**src/rtl/vga_term_writer.sv**
```systemverilog
// vga_term_writer: Wishbone initiator that turns a character byte stream into text-adapter
// video RAM writes. It handles CR, LF, BS and FF, wraps long lines, scrolls the terminal
// area (rows FIRST_ROW..LAST_ROW) in hardware and keeps the adapter cursor address current.
// Rows above FIRST_ROW (the status line) are never addressed.
//
// Ports:
//   wb_clk_i, wb_rst_i       clock, synchronous active-high reset
//   wb_adr_o/dat_o/dat_i     byte address, write data, read data
//   wb_cyc_o/stb_o/we_o/sel_o/ack_i  single-transfer Wishbone handshake, byte lanes
//   ch_dat, ch_valid, ch_ready       character input handshake (ready only when idle)
//   cursor                   row*COLS+col of the cursor
//   busy                     high whenever the writer is not idle
module vga_term_writer #(
  parameter logic [15:0] VBASE     = 16'o0,
  parameter int unsigned COLS      = 80,
  parameter int unsigned FIRST_ROW = 1,
  parameter int unsigned LAST_ROW  = 24,
  parameter logic [7:0]  FILL      = 8'h20
) (
  input  logic        wb_clk_i,
  input  logic        wb_rst_i,
  output logic [15:0] wb_adr_o,
  output logic [15:0] wb_dat_o,
  input  logic [15:0] wb_dat_i,
  output logic        wb_cyc_o,
  output logic        wb_stb_o,
  output logic        wb_we_o,
  output logic [1:0]  wb_sel_o,
  input  logic        wb_ack_i,
  input  logic [7:0]  ch_dat,
  input  logic        ch_valid,
  output logic        ch_ready,
  output logic [12:0] cursor,
  output logic        busy
);

  localparam int unsigned RW = $clog2(LAST_ROW + 1);
  localparam int unsigned CW = $clog2(COLS);

  localparam logic [RW-1:0] ROW_FIRST = RW'(FIRST_ROW);
  localparam logic [RW-1:0] ROW_LAST  = RW'(LAST_ROW);
  localparam logic [CW-1:0] COL_LAST  = CW'(COLS - 1);

  localparam logic [12:0] COLS_W    = 13'(COLS);
  localparam logic [12:0] HOME      = 13'(FIRST_ROW * COLS);
  localparam logic [12:0] SRC_BASE  = 13'((FIRST_ROW + 1) * COLS);
  localparam logic [12:0] FILL_BASE = 13'(LAST_ROW * COLS);

  // Last word index of each block operation.
  localparam logic [11:0] CLR_LAST  = 12'((LAST_ROW - FIRST_ROW + 1) * COLS / 2 - 1);
  localparam logic [11:0] SCR_LAST  = 12'((LAST_ROW - FIRST_ROW) * COLS / 2 - 1);
  localparam logic [11:0] FILL_LAST = 12'(COLS / 2 - 1);

  localparam logic [2:0] ST_IDLE     = 3'd0;
  localparam logic [2:0] ST_PUT      = 3'd1;
  localparam logic [2:0] ST_CLEAR    = 3'd2;
  localparam logic [2:0] ST_SCR_RD   = 3'd3;
  localparam logic [2:0] ST_SCR_WR   = 3'd4;
  localparam logic [2:0] ST_SCR_FILL = 3'd5;

  logic [2:0]    state_q;
  logic [RW-1:0] row_q;
  logic [CW-1:0] col_q;
  logic [12:0]   cursor_q;
  logic [11:0]   cnt_q;
  logic [7:0]    ch_q;
  logic [15:0]   rd_q;
  logic          wrap_q;   // scroll was caused by a line wrap, so column returns to 0
  logic [12:0]   word_off;

  assign ch_ready = (state_q == ST_IDLE);
  assign busy     = (state_q != ST_IDLE);
  assign cursor   = cursor_q;

  // Word offset for the block operations; CLEAR and SCR_WR both start at the first row.
  always_comb begin
    word_off = HOME + {cnt_q, 1'b0};
    if (state_q == ST_SCR_RD) begin
      word_off = SRC_BASE + {cnt_q, 1'b0};
    end else if (state_q == ST_SCR_FILL) begin
      word_off = FILL_BASE + {cnt_q, 1'b0};
    end
  end

  always_ff @(posedge wb_clk_i) begin
    if (wb_rst_i) begin
      state_q  <= ST_CLEAR;  // power-on clear starts on the first cycle out of reset
      row_q    <= ROW_FIRST;
      col_q    <= '0;
      cursor_q <= HOME;
      cnt_q    <= '0;
      ch_q     <= '0;
      rd_q     <= '0;
      wrap_q   <= 1'b0;
      wb_adr_o <= '0;
      wb_dat_o <= '0;
      wb_cyc_o <= 1'b0;
      wb_stb_o <= 1'b0;
      wb_we_o  <= 1'b0;
      wb_sel_o <= '0;
    end else if (state_q == ST_IDLE) begin
      if (ch_valid) begin
        ch_q <= ch_dat;
        if (ch_dat >= 8'h20) begin
          state_q <= ST_PUT;
        end else begin
          case (ch_dat)
            8'h0D: begin
              col_q    <= '0;
              cursor_q <= cursor_q - 13'(col_q);
            end
            8'h0A: begin
              if (row_q != ROW_LAST) begin
                row_q    <= row_q + 1'b1;
                cursor_q <= cursor_q + COLS_W;
              end else begin
                wrap_q  <= 1'b0;
                cnt_q   <= '0;
                state_q <= ST_SCR_RD;
              end
            end
            8'h08: begin
              if (col_q != '0) begin
                col_q    <= col_q - 1'b1;
                cursor_q <= cursor_q - 13'd1;
              end
            end
            8'h0C: begin
              cnt_q   <= '0;
              state_q <= ST_CLEAR;
            end
            default: ;
          endcase
        end
      end
    end else if (!wb_cyc_o) begin
      // Issue the next transfer; reached only after at least one cycle with cyc low.
      wb_cyc_o <= 1'b1;
      wb_stb_o <= 1'b1;
      wb_we_o  <= (state_q != ST_SCR_RD);
      if (state_q == ST_PUT) begin
        wb_adr_o <= VBASE + {3'b000, cursor_q};
        wb_dat_o <= {ch_q, ch_q};
        wb_sel_o <= cursor_q[0] ? 2'b10 : 2'b01;
      end else begin
        wb_adr_o <= VBASE + {3'b000, word_off};
        wb_dat_o <= (state_q == ST_SCR_WR) ? rd_q : {FILL, FILL};
        wb_sel_o <= 2'b11;
      end
    end else if (wb_ack_i) begin
      wb_cyc_o <= 1'b0;
      wb_stb_o <= 1'b0;
      case (state_q)
        ST_PUT: begin
          if (col_q != COL_LAST) begin
            col_q    <= col_q + 1'b1;
            cursor_q <= cursor_q + 13'd1;
            state_q  <= ST_IDLE;
          end else if (row_q != ROW_LAST) begin
            col_q    <= '0;
            row_q    <= row_q + 1'b1;
            cursor_q <= cursor_q + 13'd1;
            state_q  <= ST_IDLE;
          end else begin
            wrap_q  <= 1'b1;
            cnt_q   <= '0;
            state_q <= ST_SCR_RD;
          end
        end
        ST_CLEAR: begin
          if (cnt_q == CLR_LAST) begin
            row_q    <= ROW_FIRST;
            col_q    <= '0;
            cursor_q <= HOME;
            state_q  <= ST_IDLE;
          end else begin
            cnt_q <= cnt_q + 12'd1;
          end
        end
        ST_SCR_RD: begin
          rd_q    <= wb_dat_i;
          state_q <= ST_SCR_WR;
        end
        ST_SCR_WR: begin
          if (cnt_q == SCR_LAST) begin
            cnt_q   <= '0;
            state_q <= ST_SCR_FILL;
          end else begin
            cnt_q   <= cnt_q + 12'd1;
            state_q <= ST_SCR_RD;
          end
        end
        ST_SCR_FILL: begin
          if (cnt_q == FILL_LAST) begin
            row_q   <= ROW_LAST;
            state_q <= ST_IDLE;
            if (wrap_q) begin
              col_q    <= '0;
              cursor_q <= FILL_BASE;
            end
          end else begin
            cnt_q <= cnt_q + 12'd1;
          end
        end
        default: state_q <= ST_IDLE;
      endcase
    end
  end

endmodule

```
**config.mk**
```make
export PLATFORM = sky130hd
export DESIGN_NAME = vga_term_writer
export DESIGN_NICKNAME = d
export VERILOG_FILES = /design/src/rtl/vga_term_writer.sv
export SDC_FILE = /design/constraint.sdc
export NUM_CORES = 1
export LEC_CHECK = 0
export CORE_ASPECT_RATIO = 1.25
export CORE_MARGIN = 10
export CORE_UTILIZATION = 55
export CTS_BUF_LIST = sky130_fd_sc_hd__clkbuf_8
export CTS_CLUSTER_SIZE = 25
export DETAILED_ROUTE_END_ITERATION = 8
export PLACE_DENSITY = 0.8
export SKIP_CTS_REPAIR_TIMING = 1
export SLEW_MARGIN = 20
export SYNTH_ARGS = -nofsm -noshare
export SYNTH_HDL_FRONTEND = slang
export SYNTH_SLANG_ARGS = --single-unit
```
**constraint.sdc**
```tcl
create_clock -name wb_clk_i -period 3.82 [get_ports wb_clk_i]
set_clock_uncertainty 0.15 [all_clocks]
set_input_delay 0.573 -clock wb_clk_i [delete_from_list [all_inputs] [get_ports wb_clk_i]]
set_output_delay 0.573 -clock wb_clk_i [all_outputs]
set_load 0.1 [all_outputs]
```
==> results of run 1 <==
==> logic make-up after synthesis <==
kind of cell,count (synthesis),share of synthesized area
AO/OA/AOI/OAI,251,0.263
XOR/XNOR,16,0.0227
adder cells (fa/ha/maj),24,0.0498
buffers and inverters,82,0.0569
flip-flops,99,0.321
multiplexers,6,0.0103
other,1,0.000607
AND/OR/NAND/NOR,354,0.276
==> cell usage after synthesis (5+ instances only) <==
master,count
nand2_1,128
dfxtp_1,99
a21oi_1,93
nor2_1,82
clkbuf_1,39
o21ai_0,38
nand3_1,34
a211oi_1,30
ha_1,23
inv_1,23
nor3_1,21
xnor2_1,14
nand4_1,13
a31oi_1,11
or3_1,10
a311oi_1,9
and3_1,8
buf_2,8
nor4_1,8
a21o_1,7
and2_1,7
o22ai_1,7
nor2b_1,6
o221ai_1,6
or2_2,6
buf_4,5
o211ai_1,5
==> per-layer routing <==
layer / GRT usage / part of all wire / wire length (µm)
met2: 0.381 / 0.49 / 9330
met4: 0.103 / 0.030 / 579
met5: 0 / 0 / 0
met3: 0.0468 / 0.080 / 1540
met1: 0.290 / 0.40 / 7760
==> stage by stage <==
step           setup WS, ns  cell area [µm²]  hold WS (ns)
4_1_cts               0.300             7300         0.314
3_3_place_gp       -0.00275             7090         0.292
2_1_floorplan         0.473             6190         0.286
5_1_grt              0.0813             7310         0.333
3_5_place_dp         -0.122             7090         0.298
6_report              0.404             7310         0.315
==> final timing paths <==
kind | from | end | slack, ns | cells past startpoint
setup / recovery | ch_dat[2] | cursor[8] | 0.40 | 14
hold / removal | rd_q[15] | rd_q[15] | 0.32 | 2
setup reg to reg | cnt_q[0] | col_q[6] | 0.52 | 9
hold reg to reg | rd_q[15] | rd_q[15] | 0.32 | 2
==> registers in the layout, summed over array words and instances, names as in the netlist <==
signal / count
wb_sel_o: 2
wb_adr_o: 13
wb_we_o: 1
cursor: 13
state_q: 3
wb_cyc_o: 1
row_q: 5
wb_dat_o: 16
rd_q: 16
col_q: 7
ch_q: 8
wrap_q: 1
cnt_q: 12
wb_stb_o: 1
==> critical path, cell delays in order <==
cell and delay, ns:
clkdlybuf4s50_1 0.45, nor4_2 0.32, nand3_1 0.18, nand2_1 0.10, ha_1 0.16, inv_1 0.06
fa_1 0.38, a211oi_1 0.22, nor2_1 0.10, o31a_1 0.30, nor3_1 0.14, a21oi_1 0.07
or4_1 0.42, a31oi_1 0.13
==> cell type report <==
type	instances	area, µm²	share of cell area
multi-input combinational	654	3860	0.529
timing repair buffer	108	991	0.136
inverter	24	90.1	0.0123
tap	135	169	0.0231
sequential	99	1980	0.271
clock inverter	7	88.8	0.0122
clock buffer	9	124	0.0169
==> power by group through the flow <==
stage	Combinational [W]	Clock [W]	Sequential, W
after floorplan	0.0000823	0	0.00122
after global placement	0.000314	0	0.00109
after detailed placement	0.000317	0	0.00109
after CTS	0.000317	0.000720	0.00107
after global routing	0.000332	0.000766	0.00107
final	0.000318	0.000716	0.00107
==> results.md, run 1 <==
* Chip Height at 139 µm
* Starting density of the core at 0.560
* Max Cap Viol at 0
* Synth top area share at 0.321
* DR pass1 iterations at 7
* Wire length of the first global-routing pass at 31300 µm
* Final setup vio count at 0
* RePlAce Congestion at 0.910
* Clock slew at reported path FFs at 0.12 ns
* CTS buffer count at 9
* Switching part of the total at 0.331
* Vias at 6608
* Most frequent cells in the layout: nand2_1, dfxtp_1, a21oi_1
* Vias/cell at 6.38
* Synth warnings at 0
* Ys flop type: dfxtp_1
* Sequential-to-total area share from yosys stat at 0.321
* CTS H-Tree Depth at 3
* Cell-internal power at 0.00141 W
* Pwr dens at 288 nW/µm²
* Total chip power at 0.00210 W
* Row cnt at 43
* Post-synthesis async set-or-reset flop share at 0
* Worst slew pin tran at 1.00 ns
* Commonest non-fill, non-tap cell in the layout: nand2_1
* CP Launch Type: input port
* Slew Viols, Final at 0
* Combinational Power Share at 0.151
* Max Freq at 293 MHz
* Outcome: finished, final reports clean
* Fillers at 940
* Die footprint at 15900 µm²
* Count of different cell masters after synthesis at 79
* Setup TNS at 0 ns
* Worst EP required at 3.99 ns
* Final period utilization at 0.894
* CP arrival at 3.59 ns
* Layout Nets at 948
* Core ar. at 11000 µm²
* Hold Fails Final Rpt at 0
* Synthesized area at 6180 µm²
* Worst ir drop on vdd at 0.262 mV
* DP Cell Count at 1020
* Final min period at 3.42 ns
* Layout cells sized above 1 at 0.0899
* EDFF count, synth at 0
* Syn Area/Cell at 7.42 µm²
* Post-route antenna net violation count at 0
* Net Sw Power at 0.000696 W
* Clk sink count at 99
* GRT Resource Usage Total at 0.234
* Initial DRC count at 527
* Root cell of the clock tree: clkbuf_8
* DRC Markers at 0
* Post-Layout Cell Count at 1036
* Initial antenna violation count at 0
* CTS tree: done
* Clock Path Buffers at 2
* Port Buf Inserts at 76
* Layout area overhead at 18.2%
* Worst Path Class, Setup: in2reg
* I/O Pins at 80
* Die width at 115 µm
* Leakage power at 2.50 nW
* Crit. End Element: flip-flop
* GR Overflow Total at 0
* Clk_lat worst skew at 0.39 ns
* Drt wl/cell at 18.5 µm
* Clock power share at 0.341
* Number of global-route vias before repair at 6225
* RSZ-0062 raised after global routing: false
* Synth Instances at 833
* Detail Placement HPWL at 14100 µm
* #FFs+latches synth at 99
* Hold crit path type: reg2reg
* # diodes at 0
* Sequential share of power at 0.508
* Routed WL at 19200 µm
* Synth top area cells: dfxtp_1, nand2_1, a21oi_1
* Dominant cell type by area after synthesis: dfxtp_1
* Largest net degree at the start of global routing at 54
* Post-Route Utilization at 0.663
* Slew headroom at 0.329
* Crit-path max FO at 4
Power figures use the tool's default switching activity.
==> run 2: changes to the inputs <==
- ABC_CLOCK_PERIOD_IN_PS: unset -> 3820
- PLACE_DENSITY: 0.8 -> 0.79
==> run 2 against run 1 <==
Net effect: cell count increased by 0.39%; sequential power about the same; total power increased by 0.79%; fmax decreased by 5.0%; combinational power increased by 1%; register-to-register slack about the same; flip-flop and latch count unchanged; routed wire length increased by 2.6%; critical endpoint unchanged; largest cell class unchanged; largest power group unchanged.
==> results.md, run 2 (synthesis results as in run 1) <==
* # diodes at 0
* Max Freq at 278 MHz
* Final setup vio count at 0
* M1 GR Usage at 0.301
* Layout cells sized above 1 at 0.0939
* Worst r2r src: cnt_q[0]
* Core ar. at 11000 µm²
* Busiest metal layer after global routing: met2
* Initial antenna violation count at 0
* Clock slew at reported path FFs at 0.12 ns
* Setup TNS at 0 ns
* Die width at 115 µm
* Port Buf Inserts at 76
* CP Launch Type: input port
* Final min period at 3.60 ns
* GR Overflow Total at 0
* Max Cap Viol at 0
* Met3 usage at 0.0506
* Leakage power at 2.52 nW
* Pwr dens at 289 nW/µm²
* Worst EP required at 4.00 ns
* CP arrival at 3.77 ns
* Slew headroom at 0.334
* Largest net degree at the start of global routing at 63
* Crit-path max FO at 4
* Largest registers: rd_q x16, wb_dat_o x16
* Hold crit path type: reg2reg
* CTS buffer count at 9
* Fillers at 992
* Number of global-route vias before repair at 6325
* Root cell of the clock tree: clkbuf_8
* Layout area overhead at 18.7%
* Hold Fails Final Rpt at 0
* Pre-CTS setup slack at -0.176 ns
* Commonest non-fill, non-tap cell in the layout: nand2_1
* Worst ir drop on vdd at 0.233 mV
* Routed WL at 19700 µm
* Wire length of the first global-routing pass at 32100 µm
* Setup WS post-layout at 0.224 ns
* Worst slew pin tran at 0.996 ns
* Outcome: finished, final reports clean
* Post-route antenna net violation count at 0
* CTS tree: done
* Most frequent cells in the layout: nand2_1, dfxtp_1, a21oi_1
* Clk sink count at 99
* Layout Nets at 952
* Total chip power at 0.00212 W
* Row cnt at 43
* Chip Height at 139 µm
* Drt wl/cell at 19.0 µm
* Initial DRC count at 605
* Crit. End Element: flip-flop
* CTS H-Tree Depth at 3
* Clock Path Buffers at 2
* Final period utilization at 0.941
* Placed inst area at 7120 µm²
* Design Area, Final at 7340 µm²
* I/O Pins at 80
* Clk_lat worst skew at 0.39 ns
* Detail Placement HPWL at 14400 µm
* Hold_sp: rd_q[14]
* Critical Path Start: ch_dat[7]
* Slew Viols, Final at 0
* GRT Resource Usage Total at 0.241
* Vias/cell at 6.36
* Starting density of the core at 0.560
* RePlAce Congestion at 0.940
* Vias at 6611
* Worst Path Class, Setup: in2reg
* Met2 global-route usage at 0.397
* DR pass1 iterations at 7
* DRC Markers at 0
* Die footprint at 15900 µm²
[run 2: final cells by class]
cell class / count / area [µm²] / share of cell area
Clock buffer: 9 / 124 / 0.0169
Clock inverter: 7 / 88.8 / 0.0121
Inverter: 24 / 90.1 / 0.0123
Multi-Input combinational cell: 654 / 3860 / 0.527
Sequential cell: 99 / 1980 / 0.270
Tap cell: 135 / 169 / 0.0230
Timing Repair Buffer: 112 / 1020 / 0.139
[run 2: path summary, 6_finish.rpt]
kind	cells after the start	slack, ns	end
worst max-delay path	14	0.22	cursor[8]
worst min-delay path	2	0.31	wb_dat_o[14]
worst max register to register	10	0.51	cursor[3]
worst min register to register	2	0.31	wb_dat_o[14]
[run 2: report_power, final]
part	internal (W)	switching (W)
clock network	0.000269	0.000461
logic	0.0000869	0.000235
registers	0.00105	0.0000142
total	0.00141	0.000710
[run 2: per-stage QoR]
| stage | hold slack (ns) | cells | utilization |
|---|---|---|---|
| 2_1_floorplan | 0.286 | 835 | - |
| 3_3_place_gp | 0.293 | 1024 | 0.645 |
| 3_5_place_dp | 0.298 | 1024 | 0.645 |
| 4_1_cts | 0.306 | 1040 | 0.665 |
| 5_1_grt | 0.329 | 1040 | 0.665 |
| 6_report | 0.308 | 1040 | 0.665 |
[run 2: layer usage]
layer  part of all wire  up-vias
met5                  0        -
met2               0.49      287
li1                   -     3159
met3              0.071       48
met4              0.024        0
met1               0.42     3117
[run 2: worst max-delay path, cell delays in order]
cell and delay (ns):
clkdlybuf4s50_1 0.45, nor4_2 0.34, nand3_1 0.18, nand2_1 0.11, ha_1 0.16, inv_1 0.05, fa_1 0.38, a211oi_1 0.27
nor2_1 0.13, o31a_1 0.31, nor3_1 0.18, a21oi_1 0.08, or4_1 0.41, a31oi_1 0.14
==> run 3: changes to the inputs <==
- RECOVER_POWER: unset -> 100
- SETUP_SLACK_MARGIN: unset -> 0.05
==> run 3 against run 2 <==
Net effect: total power decreased by 0.39%; via count about the same; combinational power decreased by 3%; largest cell class unchanged; highest routed layer unchanged.
==> results.md, run 3 (synthesis results as in run 1) <==
* Worst Path Class, Setup: reg2reg
* Worst path cell trace: nor3_1, buf_4, or2_0, a21oi_1, a211oi_1
* Critical path's slowest cell: or2_0
* Placed inst area at 7120 µm²
* Starting density of the core at 0.560
* DR pass1 iterations at 5
* I/O Pins at 80
* Slew Viols, Final at 0
* Layout cells sized above 1 at 0.0762
* Initial antenna violation count at 0
* Clk_lat worst skew at 0.39 ns
* Outcome: finished, final reports clean
* Worst ir drop on vdd at 0.231 mV
* DRC Markers at 0
* GR Overflow Total at 0
* Routed WL at 19800 µm
* Largest net degree at the start of global routing at 63
* Setup TNS at 0 ns
* Layout Nets at 952
* CP Launch Type: flip-flop
* Hold crit path type: reg2reg
* Die width at 115 µm
* Layout area overhead at 17.7%
* Hold Fails Final Rpt at 0
* GRT Resource Usage Total at 0.241
* Crit-path leading delay family: simple AND/OR/NAND/NOR gates
* Max Cap Viol at 0
* RePlAce Congestion at 0.940
* Row cnt at 43
* Most frequent cells in the layout: nand2_1, dfxtp_1, a21oi_1
* CTS tree: done
* Post-route antenna net violation count at 0
* Commonest non-fill, non-tap cell in the layout: nand2_1
* Clock slew at reported path FFs at 0.12 ns
* Number of global-route vias before repair at 6325
* Root cell of the clock tree: clkbuf_8
* CP arrival at 3.77 ns
* Slew headroom at 0.0711
* Post-Layout Cell Count at 1040
* Final setup vio count at 0
* Max Freq at 278 MHz
* Max stage delay on crit path at 1.07 ns
* Die footprint at 15900 µm²
* Pre-CTS setup slack at -0.176 ns
* Leakage power at 2.60 nW
* Crit. End Element: flip-flop
* Initial DRC count at 599
* Vias at 6614
* Chip Height at 139 µm
* # diodes at 0
* Vias/cell at 6.36
* DP Cell Count at 1024
* Final min period at 3.60 ns
* Setup WS post-layout at 0.217 ns
* Worst EP required at 3.99 ns
* Worst slew pin tran at 1.39 ns
* Wire length of the first global-routing pass at 32100 µm
* RSZ-0062 raised after global routing: false
* Clock Path Buffers at 2
* Design Area, Final at 7270 µm²
* Clk sink count at 99
* Final period utilization at 0.943
* Crit-path max FO at 24
* Detail Placement HPWL at 14400 µm
* Core ar. at 11000 µm²
* Largest registers: rd_q x16, wb_dat_o x16
* CTS H-Tree Depth at 3
* Pwr dens at 290 nW/µm²
* Drt wl/cell at 19.0 µm
* Hold slack at 0.307 ns
* CTS buffer count at 9
* Port Buf Inserts at 76
* WP buf/inv at 1
## run 3: worst reg2reg max path, stage by stage, from the launching register on
cell      delay, ns
dfxtp_1        0.57
nor3_1         0.85
buf_4          0.37
or2_0          1.07
a21oi_1        0.25
a211oi_1       0.28
## run 3: worst paths after layout
path | depth (start not counted) | endpoint | from | slack [ns]
worst max-delay path | 5 | wb_dat_o[4] | state_q[0] | 0.22
worst min-delay path | 2 | wb_dat_o[14] | rd_q[14] | 0.31
worst max register to register | 5 | wb_dat_o[4] | state_q[0] | 0.22
worst min register to register | 2 | wb_dat_o[14] | rd_q[14] | 0.31
## run 3: final cells by class
type | count | area [µm²]
Clock buffer | 9 | 124
Clock inverter | 7 | 88.8
Fill cell | 1004 | 3750
Inverter | 24 | 90.1
Multi-Input combinational cell | 654 | 3840
Sequential cell | 99 | 1980
Tap cell | 135 | 169
Timing Repair Buffer | 112 | 978
## run 3: through the flow
step	power [W]	util
floorplan	0.00130	-
global placement	0.00141	0.645
detailed placement	0.00141	0.645
CTS	0.00213	0.665
global route	0.00218	0.660
finish	0.00211	0.660
## run 3: layer usage
metal	track usage	routed length, µm
met4	0.0836	394
met5	0	0
met3	0.0506	1370
met1	0.301	8340
met2	0.397	9700
## run 3: power breakdown
group | switching [W] | internal [W] | leakage (nW)
registers | 0.0000132 | 0.00105 | 0.804
logic | 0.000234 | 0.0000781 | 1.69
clock network | 0.000463 | 0.000269 | 0.107
